`config.mk`:
```
export PLATFORM = sky130hd
export DESIGN_NAME = cfg_tile_responder
export DESIGN_NICKNAME = d
export VERILOG_FILES = /design/src/rtl/cfg_tile_responder.sv
export SDC_FILE = /design/constraint.sdc
export NUM_CORES = 1
export LEC_CHECK = 0
export CAP_MARGIN = 20
export CORE_MARGIN = 4
export CORE_UTILIZATION = 47
export CTS_CLUSTER_SIZE = 20
export DETAILED_ROUTE_END_ITERATION = 10
export PLACE_DENSITY = 0.8
export SLEW_MARGIN = 5
export SYNTH_ARGS = -nofsm -noshare
export SYNTH_HDL_FRONTEND = slang
export SYNTH_SLANG_ARGS = --single-unit
```
`constraint.sdc`:
```
create_clock -name clk_in -period 2.8 [get_ports clk_in]
set_clock_uncertainty 0.15 [all_clocks]
set_input_delay 0.28 -clock clk_in [delete_from_list [all_inputs] [get_ports clk_in]]
set_output_delay 0.28 -clock clk_in [all_outputs]
set_load 0.02 [all_outputs]
```
`src/rtl/cfg_tile_responder.sv`:
```
// Tile-side config bus responder: decodes {reg, feature, tile} addresses, writes a local register bank, answers readbacks.
// Writes land at the accepting edge. Read data is valid one cycle after acceptance and is held until read_ready_in; no new request is taken meanwhile.
module cfg_tile_responder #(
  parameter logic [15:0] TILE_ID    = 16'h0015,
  parameter logic [7:0]  FEATURE_ID = 8'h00,
  parameter int          NUM_REGS   = 4
) (
  input  logic                     clk_in,
  input  logic                     reset_in,
  input  logic [31:0]              config_addr_in,
  input  logic [31:0]              config_data_in,
  input  logic                     config_valid_in,
  input  logic                     config_read_in,
  output logic                     config_ready_out,
  output logic [31:0]              read_data_out,
  output logic                     read_valid_out,
  input  logic                     read_ready_in,
  output logic [32*NUM_REGS-1:0]   cfg_regs_out,
  output logic [15:0]              write_count_out,
  output logic                     addr_err_out
);

  localparam logic [7:0] NUM_REGS_B = 8'(NUM_REGS);

  typedef enum logic {IDLE, RESP} state_t;

  state_t      state, state_nxt;
  logic [7:0]  reg_idx;
  logic        hit;
  logic        idx_ok;
  logic        accept;
  logic        wr_hit;
  logic        rd_hit;
  logic [31:0] rd_sel;

  assign reg_idx = config_addr_in[31:24];
  assign hit     = (config_addr_in[15:0] == TILE_ID) && (config_addr_in[23:16] == FEATURE_ID);
  assign idx_ok  = reg_idx < NUM_REGS_B;
  assign accept  = config_valid_in && config_ready_out;
  assign wr_hit  = accept && hit && !config_read_in;
  assign rd_hit  = accept && hit && config_read_in;

  // Out-of-range reads return zero rather than aliasing onto a real register.
  always_comb begin
    rd_sel = 32'h0;
    for (int i = 0; i < NUM_REGS; i++) begin
      if (reg_idx == 8'(i)) rd_sel = cfg_regs_out[32*i +: 32];
    end
  end

  always_comb begin
    state_nxt        = state;
    config_ready_out = 1'b0;
    case (state)
      IDLE: begin
        config_ready_out = 1'b1;
        if (rd_hit) state_nxt = RESP;
      end
      RESP: begin
        if (read_ready_in) state_nxt = IDLE;
      end
      default: state_nxt = IDLE;
    endcase
  end

  always_ff @(posedge clk_in or negedge reset_in) begin
    if (!reset_in) state <= IDLE;
    else           state <= state_nxt;
  end

  always_ff @(posedge clk_in or negedge reset_in) begin
    if (!reset_in) begin
      cfg_regs_out <= '0;
    end else if (wr_hit && idx_ok) begin
      for (int i = 0; i < NUM_REGS; i++) begin
        if (reg_idx == 8'(i)) cfg_regs_out[32*i +: 32] <= config_data_in;
      end
    end
  end

  always_ff @(posedge clk_in or negedge reset_in) begin
    if (!reset_in) begin
      write_count_out <= 16'h0;
      addr_err_out    <= 1'b0;
    end else begin
      if (wr_hit && idx_ok && (write_count_out != 16'hFFFF))
        write_count_out <= write_count_out + 16'h1;
      if ((wr_hit || rd_hit) && !idx_ok)
        addr_err_out <= 1'b1;
    end
  end

  always_ff @(posedge clk_in or negedge reset_in) begin
    if (!reset_in) begin
      read_data_out  <= 32'h0;
      read_valid_out <= 1'b0;
    end else if (rd_hit) begin
      read_data_out  <= rd_sel;
      read_valid_out <= 1'b1;
    end else if (state == RESP && read_ready_in) begin
      read_valid_out <= 1'b0;
    end
  end

endmodule
```
==> metrics.csv <==
stage,metric,value,unit
clocking,clock_latency,0.42,ns
global_routing,grt_pass1_wl,35600,µm
drt,wl_met1,8870,µm
critical_path,cp_max_fo,19,
clocking,htreeDepth,4,
floorplan,rows,47,
synth,synth_edf_count,0,
clocking,cts_tree,done,
drt,vias,5493,
critical_path,cp_top_family,simple AND/OR/NAND/NOR gates,
sta,hold_viol,0,
power,leakagePower,5.46,nW
sta,post-route-period-util,92.3,%
critical_path,critPathCaptureType,flip-flop,
hold_path,hold_class,in -> async,
placement,portBuffers,247,
global_routing,grt_pass1_vias,6090,
drt,first_pass_iters,4,
finish,layout_commonest_cell,clkdlybuf4s50_1,
clocking,cts_root_buf,clkbuf_16,
flow_run,drv_cap,0,
drt,drc_errors,0,
critical_path,critPathLaunchType,flip-flop,
sta,worst_pin_slew,0.822,ns
critical_path,required,2.96,ns
power,peakVddDrop,0.000422,V
sta,layout_min_cycle_time,2.59,ns
finish,nFillCells,1150,
drt,wl_per_cell,22.5,µm
sta,finalMaxSlewViolations,0,
finish,nNetsFinal,842,
critical_path,worst_path_largest_cell_delay,0.53,ns
power,power.density,460,mW/mm²
finish,fin_cells,1003,
critical_path,critPathKind,reg -> reg,
synth,syn-num-nets,583,
floorplan,io_pins,248,
synth,async_reset_ff_share,100,%
global_routing,grt-ovfl-total,0,
floorplan,die_area,0.0193,mm²
floorplan,die_height,139,µm
critical_path,crit_arrival,2.74,ns
global_routing,grt_max_degree,64,
placement,dp_worst_setup_slack,-0.117,ns
floorplan,core,0.0167,mm²
synth,seq_area_frac_synth,55.6,%
critical_path,crit_path_top_delay_cell,or3b_2,
clocking,cts_buffers,17,
finish,final_cell_mix,"244 x clkdlybuf4s50_1, 179 x dfrtp_1, 131 x mux2_2",
sta,max_freq,0.387,GHz
drt,drtIter0Drc,203,
clocking,clock_sinks,179,
floorplan,initial_utilization,48.2,%
synth,synth_ff_type,dfrtp_1,
drt,via_per_inst,5.48,
finish,layout-drive-gt1-share,33.6,%
drt,antenna_left,0,
finish,antenna_cells,0,
synth,ys_ff_latch,179,
finish,area_growth,43.7,%
synth,yosysWarnings,0,
synth,synth_cells,513,
drt,wirelength,22600,µm
sta,finalSetupTns,0,ns
drt,wl_met2,11700,µm
synth,synth.cell_area,0.00806,mm²
drt,top_layer,met5,
sta,hold_slack,0.240,ns
synth,synthDistinctLibCells,35,
critical_path,reg2reg_setup_slack,0.21,ns
global_routing,antenna_found_initial,1,
sta,relSlewSlack,45.2,%
critical_path,cp_cell_sequence,nor4b_4 > buf_4 > nand4_4 > nor3_4 > or3b_2 > buf_12 > mux2_4,
global_routing,grtUsageTotal,23.7,%
finish,ff_latch_area,0.00448,mm²
floorplan,die_x,139,µm
finish,multiInputGateArea,0.00342,mm²
outcome,status,"complete, no violations",
clocking,cts.clk_slew.worst_paths,0.06,ns
placement,dpl.hpwl,16200,µm
synth,syn_area_per_cell,15.7,µm²
sta,setup_viol,0,
drt,met3_length,1560,µm
critical_path,cp_num_buf_inv,2,
sta,setup_ws,0.215,ns
sta,rsz0062_at_grt,false,
placement,place_congestion,0.896,
clocking,max-clock-path-buffers,2,
placement,dp.cells,972,
==> layout make-up <==
type | instances | area share, %
multi-input combinational | 299 | 29.5
tap | 220 | 2.38
clock inverter | 9 | 1.33
timing repair buffer | 274 | 24.0
clock buffer | 21 | 3.98
inverter | 1 | 0.0324
sequential | 179 | 38.7
==> synth_stat cells (2+ instances only) <==
master    number  area [µm²]
nand3_1        7        35.0
clkbuf_1      16        60.1
nor4_1         3        18.8
buf_2         11        55.1
nand2_1       11        41.3
buf_1          4        15.0
a21o_1         2        15.0
buf_6          3        33.8
mux4_2        32         721
dfrtp_1      179        4480
nand4_1        9        56.3
and3_1        36         225
mux2_2       131        1480
mux2_4        30         450
nor2_1         7        26.3
xnor2_1       13         114
==> report_power, final <==
part           switching (mW)  leakage (nW)  internal [mW]
sequential       0.0000000536          2.50           2.59
combinational           0.135          2.66          0.120
clock                   0.953         0.295           1.53
total                    1.09          5.46           4.24
==> registers in the layout, summed over array words and instances, names as in the netlist <==
| register | count |
|---|---|
| cfg_regs_out | 128 |
| read_data_out | 32 |
| write_count_out | 16 |
| addr_err_out | 1 |
| read_valid_out | 1 |
| state | 1 |
==> kinds of logic (layout without fill, tap and decap cells) <==
| group | after synthesis | in the layout | share of synthesized area [%] |
|---|---|---|---|
| flip-flops | 179 | 179 | 55.6 |
| AO/OA/AOI/OAI | 4 | 4 | 0.621 |
| adder cells (fa/ha/maj) | 1 | 1 | 0.155 |
| XOR/XNOR | 14 | 14 | 1.52 |
| AND/OR/NAND/NOR | 86 | 86 | 7.04 |
| buffers and inverters | 35 | 305 | 2.08 |
| multiplexers | 194 | 194 | 33.0 |
==> worst paths after layout <==
path | depth (start not counted) | to | startpoint
max | 7 | cfg_regs_out[26] | state
min | 2 | cfg_regs_out[67] | reset_in
max reg2reg | 7 | cfg_regs_out[26] | state
min reg2reg | 1 | read_valid_out | read_valid_out
max in group asynchronous | 3 | cfg_regs_out[104] | reset_in
min in group clk_in | 2 | state | read_ready_in
==> layer usage <==
layer / GRT usage [%] / up-vias
li1: - / 2418
met1: 29.0 / 2826
met4: 7.21 / 2
met3: 7.72 / 33
met5: 0 / -
met2: 40.3 / 214
==> per-stage QoR <==
| step | power (mW) | instance area, µm² | util, % |
|---|---|---|---|
| 2_1_floorplan | 2.69 | 8060 | - |
| 3_3_place_gp | 2.89 | 10900 | 65.6 |
| 3_5_place_dp | 2.89 | 10900 | 65.6 |
| 4_1_cts | 5.38 | 11600 | 69.3 |
| 5_1_grt | 5.50 | 11600 | 69.3 |
| 6_report | 5.33 | 11600 | 69.3 |
==> timing repair <==
action                                 in CTS  in global routing
buffers inserted                            0                  0
hold buffers                                1                  0
resized for setup                           0                  0
endpoints found under the hold margin      59                  0
(Power assumes the default switching activity.)
